**config.mk**
```make
export PLATFORM = sky130hd
export DESIGN_NAME = pc_fetch_ctrl
export DESIGN_NICKNAME = d
export VERILOG_FILES = /design/src/rtl/pc_fetch_ctrl.sv
export SDC_FILE = /design/constraint.sdc
export NUM_CORES = 1
export LEC_CHECK = 0
export CAP_MARGIN = 30
export CORE_MARGIN = 4
export CORE_UTILIZATION = 52
export CTS_CLUSTER_SIZE = 25
export DETAILED_ROUTE_END_ITERATION = 12
export GPL_TIMING_DRIVEN = 0
export PLACE_DENSITY = 0.86
export SYNTH_ARGS = -nofsm -noshare
export SYNTH_HDL_FRONTEND = slang
export SYNTH_SLANG_ARGS = --single-unit
```
**constraint.sdc**
```tcl
create_clock -name clk -period 2.6 [get_ports clk]
set_input_delay 0.52 -clock clk [delete_from_list [all_inputs] [get_ports clk]]
set_output_delay 0.52 -clock clk [all_outputs]
set_load 0.03 [all_outputs]
```
**src/rtl/pc_fetch_ctrl.sv**
```systemverilog
// pc_fetch_ctrl: fetch-stage PC register and next-PC sequencer with valid/ready fetch and pending redirect.
// Optional misaligned-redirect trap enabled by defining PC_MISALIGN_TRAP_EN.
module pc_fetch_ctrl #(
    parameter logic [31:0] RESET_PC    = 32'h0000_0000,
    parameter logic [31:0] TRAP_VECTOR = 32'h0000_0100,
    parameter int          CNT_W       = 16
) (
    input  logic             clk,
    input  logic             rst_n,
    output logic [31:0]      pc_o,
    input  logic [31:0]      pc_plus4_i,
    output logic             fetch_valid_o,
    input  logic             fetch_ready_i,
    input  logic             stall_i,
    input  logic             redirect_i,
    input  logic [31:0]      redirect_pc_i,
    output logic             redirect_ack_o,
    output logic             misalign_o,
    output logic [CNT_W-1:0] fetch_cnt_o
);
    localparam logic [1:0] BOOT = 2'd0, RUN = 2'd1, STALL = 2'd2, REDIR_WAIT = 2'd3;

    logic [1:0]       state_q, state_d;
    logic [31:0]      pc_q, pc_d, pend_q, pend_d, tgt;
    logic             pend_mis_q, pend_mis_d, ack_q, ack_d, mis_q, mis_d, tgt_mis, fire;
    logic [CNT_W-1:0] cnt_q, cnt_d;

`ifdef PC_MISALIGN_TRAP_EN
    assign tgt_mis = |redirect_pc_i[1:0];
    assign tgt     = tgt_mis ? TRAP_VECTOR : redirect_pc_i;
`else
    assign tgt_mis = 1'b0;
    assign tgt     = redirect_pc_i & ~32'd3;
`endif

    assign fetch_valid_o  = (state_q == RUN) || (state_q == REDIR_WAIT);
    assign fire           = fetch_valid_o && fetch_ready_i;
    assign pc_o           = pc_q;
    assign redirect_ack_o = ack_q;
    assign misalign_o     = mis_q;
    assign fetch_cnt_o    = cnt_q;

    always_comb begin
        state_d    = state_q;
        pc_d       = pc_q;
        pend_d     = pend_q;
        pend_mis_d = pend_mis_q;
        ack_d      = 1'b0;
        mis_d      = 1'b0;
        cnt_d      = fire ? cnt_q + CNT_W'(1) : cnt_q;
        case (state_q)
            BOOT: state_d = RUN;
            RUN: begin
                if (redirect_i && fire) begin
                    pc_d    = tgt;
                    ack_d   = 1'b1;
                    mis_d   = tgt_mis;
                    state_d = stall_i ? STALL : RUN;
                end else if (redirect_i) begin
                    pend_d     = tgt;
                    pend_mis_d = tgt_mis;
                    state_d    = REDIR_WAIT;
                end else if (fire) begin
                    pc_d    = pc_plus4_i;
                    state_d = stall_i ? STALL : RUN;
                end
            end
            REDIR_WAIT: begin
                // a redirect arriving on the firing edge supersedes the buffered one
                if (fire) begin
                    pc_d    = redirect_i ? tgt : pend_q;
                    ack_d   = 1'b1;
                    mis_d   = redirect_i ? tgt_mis : pend_mis_q;
                    state_d = stall_i ? STALL : RUN;
                end else if (redirect_i) begin
                    pend_d     = tgt;
                    pend_mis_d = tgt_mis;
                end
            end
            STALL: begin
                if (redirect_i) begin
                    pc_d  = tgt;
                    ack_d = 1'b1;
                    mis_d = tgt_mis;
                end
                state_d = stall_i ? STALL : RUN;
            end
        endcase
    end

    always_ff @(posedge clk or negedge rst_n) begin
        if (!rst_n) begin
            state_q    <= BOOT;
            pc_q       <= RESET_PC;
            pend_q     <= '0;
            pend_mis_q <= 1'b0;
            ack_q      <= 1'b0;
            mis_q      <= 1'b0;
            cnt_q      <= '0;
        end else begin
            state_q    <= state_d;
            pc_q       <= pc_d;
            pend_q     <= pend_d;
            pend_mis_q <= pend_mis_d;
            ack_q      <= ack_d;
            mis_q      <= mis_d;
            cnt_q      <= cnt_d;
        end
    end
endmodule

```
# After elaboration in Yosys (flattened, before gate mapping)
# Index checks and enable logic that the tools add are counted.
# totals
wordCells,50
register_bits,85
# classes
add_sub_neg,1
eq_ne,9
n_reduce_logical,8
muxes,25
# ops
operator,count
$mux 32,8
$pmux 32 s3,1
$pmux 32 s2,1
$add 16x1->16 const B,1
$mux 1,8
$mux 2,4
$ne 2x2->1 const B,4
$pmux 2 s4,1
$ne 3x2->1 const B,2
$reduce_and 5->1,1
$eq 2x2->1 const B,2
$pmux 1 s3,1
$reduce_and 3->1,1
$reduce_bool 3->1,1
$eq 2x1->1 const B,1
$logic_and 1x1->1,2
$logic_not 2->1,1
$pmux 1 s2,1
$reduce_bool 2->1,1
$logic_or 1x1->1,1

# Longest topological paths before layout
# logic_depth
word_depth,7
depth_mapped,7
mapped_depth_nobuf,5

# Worst setup path before layout
# OpenSTA, ideal clock, no wires.
# synth_timing
path_kind,reg-to-reg
start,"reg cnt_q[0], in the netlist fetch_cnt_o[0]"
end,"reg cnt_q[10], in the netlist fetch_cnt_o[10]"
path_buffers,0
period_less_slack_ns,1.594
arrival_time_ns,1.513
setup_ns,0.080
path_stages_with_launch,6
setup_slack_ns,1.006
cell_sequence,dfrtp_1 > ha_1 > nand3_2 > nor3_1 > and3_1 > xor2_1
# synth_between
elab_chain_cells,1
# synth_rtl
item,line_no,text
from (decl),26,"logic [CNT_W-1:0] cnt_q, cnt_d;"
from (signal assigned),107,cnt_q <= cnt_d;
$add 16x1->16,50,cnt_d = fire ? cnt_q + CNT_W'(1) : cnt_q;
# Every way passes these cells.
# A chain may end at the register's enable or synchronous reset.

# Worst setup path after layout
# layout_timing
start,reg state_q[0]
end,out fetch_valid_o
# layout_between
elab_chain_cells,2
elab_cells_between_ends,3
cone_classes,eq/ne (2); reduce/logical (1)
# layout_rtl
item,line_no,text
from (decl),23,"logic [1:0] state_q, state_d;"
from (signal assigned),101,state_q <= state_d;
$eq 2x1->1 or $eq 2x2->1 (tied branches),36,assign fetch_valid_o = (state_q == RUN) || (state_q == REDIR_WAIT);
$logic_or 1x1->1 *,36,
to (decl),12,"output logic fetch_valid_o,"
# Mark *: on every way between the ends. The rest lies on a longest branch, timed or not.

==> results.md <==
- Footprint of the multi-input gates: 0.00198 sq mm
- Vias in the first global route: 3,731
- Slew Viols, Final: 0
- Setup slack, reg-to-reg: 0.93 ns
- Fin Hold WS: 0.0766 ns
- Post-CTS sizing: 0
- Final hold vios: 0
- Final Skew: 0.0106 ns
- Tmin final: 2.16 ns
- Grt ovf: 0
- WP data arrival: 1.64 ns
- Final setup vio count: 0
- Initial antenna violation count: 0
- Syn. warnings: 0
- Synth area leader: dfrtp_1
- Data required time of the worst path: 2.08 ns
- Via count: 3,631
- Worst reg-to-reg path cell count: 5
- First-pass GRT wire length: 18,500 um
- F_max: 462 MHz
- Reg2reg start: state_q[1]
- Max Buffers Root-to-Sink: 2
- Die Area: 0.00979 sq mm
- Initial DRC count: 134
- Yosys top cell area share: 49.5%
- Row count: 32
- Core box area: 0.00789 sq mm
- Layout net count: 601
- Fillers: 536
- Number of CTS-inserted buffers: 9
- CTS tree: yes
- Initial Utilization: 54.5%
- Root Buffer Master: clkbuf_8
- Sequential cell area: 0.00213 sq mm
- CP Class: reg2out
- Htree depth: 3
- Finished Layout Cells: 638
- Die Ht: 98.9 um
- Hold Path Class: in2async
- # port buffers: 116
- Worst setup SP type: flop
- Crit Path Max Fanout: 10
- Setup WS pre-CTS: 0.328 ns
- Post-CTS setup buffers: 0
- Vias per Instance: 5.69
- Unrepaired setup endpoints after global routing: false
- Dpl hpwl: 8110 um
- Detailed Route WL: 11,200 um
- Lkg Pwr: 2.44 nW
- DRC errors left: 0
- Outcome: complete, no violations
- Drt pass-1 iters: 4
- Gr usage total: 23.4%
- Wire per inst: 17.5 um
- Worst skew pair latency: 0.34 ns
- Ports: 120
- Final Wtd Congestion: 0.801
- RR Endpoint: pc_o[9]
- Rel. slew slack: 65.0%
- Final WS setup: 0.436 ns
- Final Power: 4.30 mW
- Worst-margin pin slew: 0.525 ns
- Post-synthesis cell count: 403
- Largest cells by area after synthesis: dfrtp_1, mux2_2, a2bb2oi_2, nand2_1, o22a_1
- Max Cap Viol: 0
- CTS sink count: 85
- Syn nets: 473
- Largest net degree at the start of global routing: 61
- Cts hold-fix bufs: 0
- CP endpoint kind: primary output
- Register area share after synthesis: 49.5%
- DRT antenna net count: 0
- #FFs+latches synth: 85
- Post-Syn Area: 0.00430 sq mm
- DIE WIDTH: 98.9 um
- Clock-pin slew on the worst setup and hold paths: 0.09 ns
- Mean area per synthesized cell: 10.7 sq um
- Area grow syn2layout: 36.1%
- Ratio of final minimum period to clock period: 83.2%
- VDD IR max: 336 uV
- Share of cells above drive strength 1: 17.9%
- Power Density: 735 mW/mm^2
- Netlist cell types: 30
- Antenna Diode Count: 0
- Placed cells: 622
==> logic make-up (layout without fill, tap and decap cells) <==
kind of cell / Yosys count / after routing / synth area share [%]
buffers and inverters: 34 / 167 / 4.42
xor gates and xnor gates: 15 / 15 / 3.06
and+or+nand+nor: 108 / 108 / 11.0
DFF: 85 / 85 / 49.5
muxes: 32 / 32 / 8.32
adders and majority gates: 1 / 1 / 0.291
AOI/OAI and AO/OA: 128 / 128 / 23.5
==> through the flow <==
| stage | TNS [ns] | cell area (sq um) | util (%) |
|---|---|---|---|
| 6_report | 0 | 5850 | 74.2 |
| 5_1_grt | 0 | 5850 | 74.2 |
| 4_1_cts | 0 | 5850 | 74.2 |
| 3_5_place_dp | 0 | 5610 | 71.2 |
| 3_3_place_gp | -168.79 | 5590 | 70.8 |
| 2_1_floorplan | 0 | 4300 | - |
==> power breakdown <==
group	internal, mW	switching (mW)
combinational	0.686	0.763
clock	0.639	0.473
sequential	1.57	0.168
==> cell usage after synthesis, drive strengths merged <==
| cell | n |
|---|---|
| dfrtp | 85 |
| nand2 | 74 |
| o21ai | 35 |
| a21oi | 33 |
| a2bb2oi | 30 |
| mux2 | 30 |
| o22a | 30 |
| buf | 24 |
| xnor2 | 11 |
| clkbuf | 9 |
| nor2 | 8 |
| nand3 | 6 |
| nand4 | 5 |
| nor3 | 5 |
| and2 | 4 |
| xor2 | 4 |
| and3 | 3 |
| mux2i | 2 |
| nor2b | 2 |
| ha | 1 |
| inv | 1 |
| nand3b | 1 |
==> registers in the layout, summed over array words and instances (netlist names) <==
name / count
fetch_cnt_o: 16
misalign_o: 1
pc_o: 32
pend_mis_q: 1
pend_q: 32
redirect_ack_o: 1
state_q: 2
==> how the worst max path moves through the flow <==
stage / from / end / slack, ns / cells past startpoint
2_1_floorplan: fetch_cnt_o[0] / fetch_cnt_o[10] / 1.01 / 5
3_3_place_gp: rst_n / pc_o[3] / -1.99 / 1
3_5_place_dp: redirect_i / pc_o[10] / 0.33 / 6
4_1_cts: state_q[0] / fetch_valid_o / 0.42 / 3
5_1_grt: state_q[0] / fetch_valid_o / 0.36 / 3
6_report: state_q[0] / fetch_valid_o / 0.44 / 3
==> critical path, stage by stage (launching register included) <==
cell	delay (ns)
dfrtp_1	0.36
buf_4	0.18
clkbuf_1	0.10
clkdlybuf4s50_1	0.66
==> per-layer routing <==
| metal | up-vias | routed length (um) | global-route usage (%) | share of wire [%] |
|---|---|---|---|---|
| met3 | 12 | 676 | 4.32 | 6.0 |
| met4 | 0 | 148 | 7.67 | 1.3 |
| met2 | 117 | 5720 | 39.9 | 51 |
| li1 | 1699 | - | - | - |
| met5 | - | 0 | 0 | 0 |
| met1 | 1803 | 4650 | 30.1 | 42 |
==> placed cells by master (no fill, tap or decap), drive strengths merged, types with 8 or more instances in the layout <==
cell,count
xnor2,11
o22a,30
nor2,8
nand2,74
clkbuf,19
a21oi,33
dfrtp,85
clkdlybuf4s50,115
a2bb2oi,30
mux2,30
o21ai,35
buf,26
==> layout make-up <==
| cell class | instances | area share [%] |
|---|---|---|
| Tap cell | 102 | 2.18 |
| Multi-Input combinational cell | 284 | 33.9 |
| Sequential cell | 85 | 36.4 |
| Clock inverter | 6 | 1.86 |
| Inverter | 1 | 0.0642 |
| Timing Repair Buffer | 117 | 20.3 |
| Clock buffer | 10 | 2.18 |
| Buffer | 33 | 3.19 |
(Power assumes the default switching activity.)
